==> src/rtl/hex_scroller_if.sv <==
`default_nettype none
//==============================================================================
// Module   : hex_scroller_if
// Brief    : Control, message-load and display bundle for hex_scroller.
// Revision : 1.0
//==============================================================================
interface hex_scroller_if #(
  parameter int NUM_DIGITS = 6,
  parameter int NUM_CHARS  = 8,
  parameter int PW         = $clog2(NUM_CHARS)
);
  logic                    run;
  logic                    dir;
  logic                    step;
  logic                    load_en;
  logic [PW-1:0]           load_idx;
  logic [2:0]              load_char;
  logic [7*NUM_DIGITS-1:0] HEX;
  logic [PW-1:0]           pos;
  logic                    wrap;

  modport master (
    output run, dir, step, load_en, load_idx, load_char,
    input  HEX, pos, wrap
  );

  modport slave (
    input  run, dir, step, load_en, load_idx, load_char,
    output HEX, pos, wrap
  );
endinterface
`default_nettype wire

==> src/rtl/hex_scroller.sv <==
`default_nettype none
//==============================================================================
// Module   : hex_scroller
// Brief    : Rotates a writable NUM_CHARS-character message across NUM_DIGITS
//            active-low seven-segment displays, on a timed tick or a step.
// Revision : 1.0
//==============================================================================
module hex_scroller #(
  parameter int NUM_DIGITS = 6,
  parameter int NUM_CHARS  = 8,
  parameter int TICK_DIV   = 50_000_000,
  parameter int PW         = $clog2(NUM_CHARS)
) (
  input  logic          CLOCK_50,
  input  logic          Resetn,
  hex_scroller_if.slave bus
);

  localparam int            CW          = $clog2(TICK_DIV);
  localparam logic [CW-1:0] C_TICK_LAST = CW'(TICK_DIV - 1);
  localparam logic [PW-1:0] C_POS_LAST  = PW'(NUM_CHARS - 1);

  localparam logic [2:0] C_CHR_D     = 3'd0;
  localparam logic [2:0] C_CHR_E     = 3'd1;
  localparam logic [2:0] C_CHR_ONE   = 3'd2;
  localparam logic [2:0] C_CHR_ZERO  = 3'd3;
  localparam logic [2:0] C_CHR_H     = 3'd4;
  localparam logic [2:0] C_CHR_L     = 3'd5;
  localparam logic [2:0] C_CHR_P     = 3'd6;
  localparam logic [2:0] C_CHR_BLANK = 3'd7;

  function automatic logic [6:0] f_seg(input logic [2:0] chr);
    case (chr)
      C_CHR_D:    f_seg = 7'h21;
      C_CHR_E:    f_seg = 7'h06;
      C_CHR_ONE:  f_seg = 7'h79;
      C_CHR_ZERO: f_seg = 7'h40;
      C_CHR_H:    f_seg = 7'h09;
      C_CHR_L:    f_seg = 7'h47;
      C_CHR_P:    f_seg = 7'h0C;
      default:    f_seg = 7'h7F;
    endcase
  endfunction

  function automatic logic [2:0] f_reset_char(input int slot);
    case (slot)
      0:       f_reset_char = C_CHR_D;
      1:       f_reset_char = C_CHR_E;
      2:       f_reset_char = C_CHR_ONE;
      default: f_reset_char = C_CHR_BLANK;
    endcase
  endfunction

  logic [CW-1:0]           r_tick_cnt;
  logic                    r_step_q;
  logic [PW-1:0]           r_pos;
  logic                    r_wrap_pend;
  logic                    r_wrap;
  logic [7*NUM_DIGITS-1:0] r_hex;
  logic [2:0]              r_msg [NUM_CHARS];

  logic                    w_tick;
  logic                    w_step_rise;
  logic                    w_advance;
  logic [7*NUM_DIGITS-1:0] w_hex_next;

  assign w_tick      = bus.run && (r_tick_cnt == C_TICK_LAST);
  assign w_step_rise = bus.step && !r_step_q;
  assign w_advance   = w_tick || w_step_rise;

  always_ff @(posedge CLOCK_50 or negedge Resetn) begin
    if (!Resetn) begin
      r_tick_cnt <= '0;
      r_step_q   <= 1'b0;
    end else begin
      r_step_q <= bus.step;
      if (bus.run) begin
        r_tick_cnt <= w_tick ? '0 : r_tick_cnt + CW'(1);
      end
    end
  end

  // wrap is staged one cycle so it lines up with the HEX refresh of the new pos
  always_ff @(posedge CLOCK_50 or negedge Resetn) begin
    if (!Resetn) begin
      r_pos       <= '0;
      r_wrap_pend <= 1'b0;
      r_wrap      <= 1'b0;
    end else begin
      r_wrap      <= r_wrap_pend;
      r_wrap_pend <= 1'b0;
      if (w_advance) begin
        if (!bus.dir) begin
          if (r_pos == C_POS_LAST) begin
            r_pos       <= '0;
            r_wrap_pend <= 1'b1;
          end else begin
            r_pos <= r_pos + PW'(1);
          end
        end else begin
          if (r_pos == '0) begin
            r_pos       <= C_POS_LAST;
            r_wrap_pend <= 1'b1;
          end else begin
            r_pos <= r_pos - PW'(1);
          end
        end
      end
    end
  end

  // Only slots that exist can match, so out-of-range load_idx writes nothing
  always_ff @(posedge CLOCK_50 or negedge Resetn) begin
    if (!Resetn) begin
      for (int i = 0; i < NUM_CHARS; i++) begin
        r_msg[i] <= f_reset_char(i);
      end
    end else begin
      for (int i = 0; i < NUM_CHARS; i++) begin
        if (bus.load_en && (bus.load_idx == PW'(i))) begin
          r_msg[i] <= bus.load_char;
        end
      end
    end
  end

  for (genvar k = 0; k < NUM_DIGITS; k++) begin : g_digit
    localparam int OFS = NUM_DIGITS - 1 - k;
    logic [4:0]    w_sum;
    logic [PW-1:0] w_idx;
    assign w_sum = 5'(r_pos) + 5'(OFS);
    assign w_idx = PW'(w_sum % 5'(NUM_CHARS));
    assign w_hex_next[7*k +: 7] = f_seg(r_msg[w_idx]);
  end

  always_ff @(posedge CLOCK_50 or negedge Resetn) begin
    if (!Resetn) begin
      r_hex <= '1;
    end else begin
      r_hex <= w_hex_next;
    end
  end

  assign bus.HEX  = r_hex;
  assign bus.pos  = r_pos;
  assign bus.wrap = r_wrap;

endmodule
`default_nettype wire

==> src/flat_wrapper.sv <==
// flat-port wrapper written by rule: the top's interface ports become plain ports
module hex_scroller_flat 
#(
  parameter int NUM_DIGITS = 6,
  parameter int NUM_CHARS  = 8,
  parameter int TICK_DIV   = 50_000_000,
  parameter int PW         = $clog2(NUM_CHARS)
)
  (CLOCK_50, Resetn, bus_run, bus_dir, bus_step, bus_load_en, bus_load_idx, bus_load_char, bus_HEX, bus_pos, bus_wrap);
  hex_scroller_if #(.NUM_DIGITS(NUM_DIGITS), .NUM_CHARS(NUM_CHARS), .PW(PW)) bus_i ();
  input  logic CLOCK_50;
  input  logic Resetn;
  input wire logic [$bits(bus_i.run)-1:0] bus_run;
  input wire logic [$bits(bus_i.dir)-1:0] bus_dir;
  input wire logic [$bits(bus_i.step)-1:0] bus_step;
  input wire logic [$bits(bus_i.load_en)-1:0] bus_load_en;
  input wire logic [$bits(bus_i.load_idx)-1:0] bus_load_idx;
  input wire logic [$bits(bus_i.load_char)-1:0] bus_load_char;
  output wire logic [$bits(bus_i.HEX)-1:0] bus_HEX;
  output wire logic [$bits(bus_i.pos)-1:0] bus_pos;
  output wire logic [$bits(bus_i.wrap)-1:0] bus_wrap;
  assign bus_i.run = bus_run;
  assign bus_i.dir = bus_dir;
  assign bus_i.step = bus_step;
  assign bus_i.load_en = bus_load_en;
  assign bus_i.load_idx = bus_load_idx;
  assign bus_i.load_char = bus_load_char;
  assign bus_HEX = bus_i.HEX;
  assign bus_pos = bus_i.pos;
  assign bus_wrap = bus_i.wrap;
  hex_scroller #(.NUM_DIGITS(NUM_DIGITS), .NUM_CHARS(NUM_CHARS), .TICK_DIV(TICK_DIV), .PW(PW)) u_core (.CLOCK_50(CLOCK_50), .Resetn(Resetn), .bus(bus_i));
endmodule
==> config.mk <==
export PLATFORM = sky130hd
export DESIGN_NAME = hex_scroller_flat
export DESIGN_NICKNAME = d
export VERILOG_FILES = /design/src/rtl/hex_scroller_if.sv /design/src/rtl/hex_scroller.sv /design/src/flat_wrapper.sv
export SDC_FILE = /design/constraint.sdc
export NUM_CORES = 1
export LEC_CHECK = 0
export ABC_AREA = 0
export CAP_MARGIN = 0
export CORE_MARGIN = 1
export CORE_UTILIZATION = 65
export DETAILED_ROUTE_END_ITERATION = 7
export DONT_BUFFER_PORTS = 1
export PLACE_DENSITY_LB_ADDON = 0.2
export SYNTH_ARGS = -nofsm -noshare
export SYNTH_HDL_FRONTEND = slang
export SYNTH_SLANG_ARGS = --single-unit
==> constraint.sdc <==
create_clock -name CLOCK_50 -period 5.9 [get_ports CLOCK_50]
set_input_delay 0.295 -clock CLOCK_50 [delete_from_list [all_inputs] [get_ports CLOCK_50]]
set_output_delay 0.295 -clock CLOCK_50 [all_outputs]
set_load 0.05 [all_outputs]
Word level (Yosys, flattened, before mapping)
Cells that the tools add are included.

word-level totals
  register bits after elaboration = 98
  bits of input ports = 12
  output and inout port bits = 46
  logic and storage cells = 131

operators by class
  $add $sub $neg = 8
  order comparisons = 6
  equality and inequality tests = 45
  muxes and demuxes = 32
  bitwise logic cells = 6
  reductions and logical operators = 20

operator list
  operator                 number
  $pmux W7 S7              6
  $eq A3 B3 Y1 const B     23
  $bmux W3 S3              6
  $mux W3                  15
  $eq A3 B2 Y1 const B     14
  $add A26 B1 Y26 const B  1
  $eq A26 B26 Y1 const B   1
  $mux W26                 1
  $ge A4 B4 Y1 const B     6
  $logic_not A3 Y1         8
  $not A3 Y4               6
  $eq A3 B1 Y1 const B     7
  $logic_and A1 B1 Y1      10
  $add A3 B1 Y3 const B    2
  $add A3 B2 Y3 const B    2
  $add A3 B3 Y3 const B    2
  $mux W1                  4
  $sub A3 B1 Y3 const B    1
  $logic_not A1 Y1         1
  $logic_or A1 B1 Y1       1

Longest topological paths before layout
  word-level depth = 7
  mapped depth = 10
  gate-level depth less buffers = 6

Least setup slack after synthesis
No wires, ideal clock.

  path kind = register to register
  from = reg u_core.r_pos[0] (netlist: u_core.bus.pos[0])
  to = reg u_core.r_hex[0] (netlist: u_core.bus.HEX[0])
  library setup time = 82 ps
  arrival time = 2893 ps
  data required time = 5818 ps
  path slack = 2925 ps
  cell stages (with the launch flop) = 10
  buffers on the path = 4
  period minus slack after synthesis = 2975 ps
  cells stage by stage = dfrtp_1 > buf_6 > buf_8 > buf_2 > inv_1 > ha_1 > clkbuf_1 > mux4_2 > mux2i_4 > mux2_2

between the ends
  cells in the longest elaborated chain, start to end = 7
  elaborated cells on any way between the ends = 13
  classes of those cells = add/sub (1); eq/ne (6); mux (4); bitwise (1); reduce/logical (1)

ends and longest elaborated chain
  element                                         line                 text
  from (decl)                                     hex_scroller.sv:56   logic [PW-1:0] r_pos;
  from (signal assigned)                          hex_scroller.sv:98   r_pos <= r_pos + PW'(1);
  from (signal assigned)                          hex_scroller.sv:105  r_pos <= r_pos - PW'(1);
  $add A3 B3 Y3 (*)                               hex_scroller.sv:131  assign w_sum = 5'(r_pos) + 5'(OFS);
  $not A3 Y4 (implied by the code) (*)            hex_scroller.sv:133  assign w_hex_next[7*k +: 7] = f_seg(r_msg[w_idx]);
  $bmux W3 S3 (*)                                 hex_scroller.sv:133
  $mux W3 (implied by the code) (*) (2 in a row)  hex_scroller.sv:133
  $eq A3 B3 Y1, or another cell as far along      hex_scroller.sv:33   case (chr)
  $pmux W7 S7 (*)                                 hex_scroller.sv:33
  named net u_core.w_hex_next[0]                  hex_scroller.sv:65   logic [7*NUM_DIGITS-1:0] w_hex_next;
  to (signal assigned)                            hex_scroller.sv:140  r_hex <= w_hex_next;
  to (decl)                                       hex_scroller.sv:59   logic [7*NUM_DIGITS-1:0] r_hex;

The timed path passes the listed nets; every way through them passes the cells marked *. The select of a mux whose other input is x is not followed.
A chain may end at the register's enable or synchronous reset.

Final worst setup path
  from = reg u_core.r_pos[1] (netlist: u_core.bus.pos[1])
  to = reg u_core.r_hex[0] (netlist: u_core.bus.HEX[0])

The elaborated chain is that of the path after synthesis.

==> impl_metrics.yaml <==
floorplan:
  dieArea_um2: 8280
  floorplan.core_area_um2: 7690
  initial_core_util: 0.669
  num_rows: 32
  floorplan.io_pins: 58
  die_w_um: 91.0
  die_h_um: 91.0
run_status:
  status: "finished, final reports clean"
sta:
  timing.clock.skew_ns: 0.00924
  final.min_clock_period_ns: 3.07
  timing.final.hold_violations: 0
  grt_setup_unrepaired: "no"
  final-setup-viol-count: 0
  final.period_utilization: 0.521
  timing.final.max_slew_violations: 0
  setup_tns_ns: 0
  tightestPinTransition_ns: 1.13
  slew_headroom: 0.246
  fmax_mhz: 325
setup_path:
  cp_arrival_ns: 3.37
  critical_path_peak_fanout: 15
  worstPathCellList: "inv_1 > ha_1 > mux4_2 > mux2i_4 > mux2_2"
  startpoint: "u_core.bus.pos[1]$_DFFE_PN0P_"
  worst_path_max_delay_cell: "dfrtp_1"
  critical_path_class: "reg -> reg"
  combined_buffer_and_inverter_count_along_the_critical_path: 1
  critical_path.max_stage_delay_ns: 1.10
  worst_r2r_startpoint: "u_core.bus.pos[1]$_DFFE_PN0P_"
  worst-endpoint-required_ns: 6.20
  path_delay_family: "flip-flops"
  critical_path.startpoint_type: "flop"
  end_kind: "flop"
global_routing:
  grt_first_pass_wirelength_um: 16400
  grt_start_max_net_pins: 99
  gr_overflow_total: 0
  antenna_found_initial: 0
  grt.total_usage: 0.258
  via_count_of_the_first_global_routing_pass: 3278
final_layout:
  layout_common_cells: "59 x dfstp_2, 38 x dfrtp_1, 34 x mux2_2"
  most_common_library_cell_in_the_layout_ignoring_fill_and_taps: "dfstp_2"
  count_of_filler_cells_inserted_in_the_layout: 539
  post_route_cells_drive_above_1_share: 0.388
  area_growth_pct: 6.01
  layout.nets: 420
  n_antenna_cell: 0
detailed_routing:
  detail_route.iter0.violations: 201
  via_per_inst: 6.29
  route.detailed.drc: 0
  route.vias.total: 3204
  wl_per_cell_um: 19.2
  route.antenna.remaining_nets: 0
  drt_wl_total_um: 9750
  drt_pre_antenna_iters: 4
clock_tree:
  worst_skew_pair.late_latency_ns: 0.36
  clk_pin_slew_ns: 0.09
  cts.sink_count: 98
  cts_repair_resize_count: 0
  ctsLongestPathBuffers: 2
  tritoncts.num_buffers: 9
  cts_htree_levels: 3
  cts_tree: "yes"
  clockRootBuffer: "clkbuf_8"
  postCtsSetupBuffers: 0
yosys:
  synthArstFlopShare: 1.00
  synth.yosys.warnings: 0
  synthesized_instance_count: 400
  synth_edf_count: 0
  synth-seq-cells: 98
  post_synth_num_cell_types: 54
  syn_nets: 418
  synth_sequential_area_ratio: 0.491
  synth_flop_cell: "dfstp_2"
  post_synthesis_area_per_instance_um2: 12.9
  post_synth_instance_area_um2: 5150
placed_design:
  io_buffer_count: 0
  gp_congestion: 0.874
  post-dp-hpwl_um: 6680
hold_path:
  hp-start: "bus_run"
  worstHoldPathType: "in -> reg"
run:
  cap_viol_max_count: 0
[worst paths after layout]
check / endpoint / slack [ns] / cells past startpoint
setup / recovery: u_core.bus.HEX[0]$_DFF_PN1_ / 2.83 / 5
hold / removal: u_core.r_tick_cnt[1]$_DFFE_PN0P_ / 0.03 / 1
setup reg to reg: u_core.bus.HEX[0]$_DFF_PN1_ / 2.83 / 5
hold reg to reg: u_core.bus.wrap$_DFF_PN0_ / 0.35 / 0
max in group asynchronous: u_core.r_msg[12]$_DFFE_PN1P_ / 4.97 / 2
min in group asynchronous: u_core.r_msg[17]$_DFFE_PN0P_ / 0.56 / 2
[state kept, by name, summed over array words and instances (netlist names)]
name                flops
u_core.bus.pos          3
u_core.r_tick_cnt      26
u_core.bus.wrap         1
u_core.bus.HEX         42
u_core.r_step_q         1
u_core.r_msg           24
u_core.r_wrap_pend      1
[synth_stat cells, drive strengths merged, types with 5 or more instances]
cell / n / share of area
a21oi: 23 / 0.022
and2: 6 / 0.0088
and3: 5 / 0.0061
and4: 5 / 0.0085
buf: 10 / 0.016
dfrtp: 39 / 0.19
dfstp: 59 / 0.30
ha: 6 / 0.015
inv: 9 / 0.0066
mux2: 36 / 0.080
mux2i: 30 / 0.076
mux4: 21 / 0.092
nand2: 15 / 0.011
nand2b: 6 / 0.0073
nand3: 8 / 0.0078
nand4: 8 / 0.011
nor2: 30 / 0.022
nor3: 13 / 0.016
o21ai: 10 / 0.0097
o31ai: 5 / 0.0073
or4: 5 / 0.0073
xnor2: 10 / 0.018
xor2: 7 / 0.012
[what timing repair did]
item	CTS	global route
endpoints found under the hold margin	99	0
hold buffers	3	0
endpoints found under the setup margin	0	0
[through the flow]
stage                     worst slack [ns]   util  hold slack, ns  std cells  instance area [um2]
after floorplan                       2.92      -       -0.000591        400                 5150
after global placement                2.92  0.676         0.00294        490                 5190
after detailed placement              2.83  0.676         0.00346        490                 5190
after CTS                             2.81  0.710          0.0234        509                 5460
after global routing                  2.62  0.710          0.0263        509                 5460
final                                 2.83  0.710          0.0326        509                 5460
[routing by layer]
layer / up-vias / share of wire / track usage / routed length, um
li1: 1481 / - / - / -
met5: - / 0 / 0 / 0
met4: 0 / 0.021 / 0.0886 / 200
met3: 20 / 0.051 / 0.0511 / 502
met1: 1605 / 0.42 / 0.337 / 4080
met2: 98 / 0.51 / 0.433 / 4970
[cells by family (layout without fill, tap and decap cells)]
logic type	count (synthesis)	after routing	synth area share
adders and majority gates	9	9	0.0212
AOI/OAI and AO/OA	47	47	0.0528
and+or+nand+nor	120	120	0.132
buffers and inverters	22	29	0.0246
muxes	87	87	0.248
xor gates and xnor gates	17	17	0.0304
DFF	98	98	0.491
[worst register-to-register path: stages (launching register included)]
cell and delay (ns):
dfrtp_1 1.10, inv_1 0.22, ha_1 0.59, mux4_2 0.43, mux2i_4 0.28, mux2_2 0.38
[area by class of cell]
class	count	area (um2)	area share
Timing Repair Buffer	4	55.1	0.0101
Clock inverter	5	61.3	0.0112
Multi-Input combinational cell	280	2500	0.458
Sequential cell	98	2530	0.463
Tap cell	102	128	0.0234
Inverter	9	33.8	0.00619
Clock buffer	11	151	0.0278
Power is not shown: default switching activity piles up to over one toggle a cycle in this logic, so the estimate is an artifact.
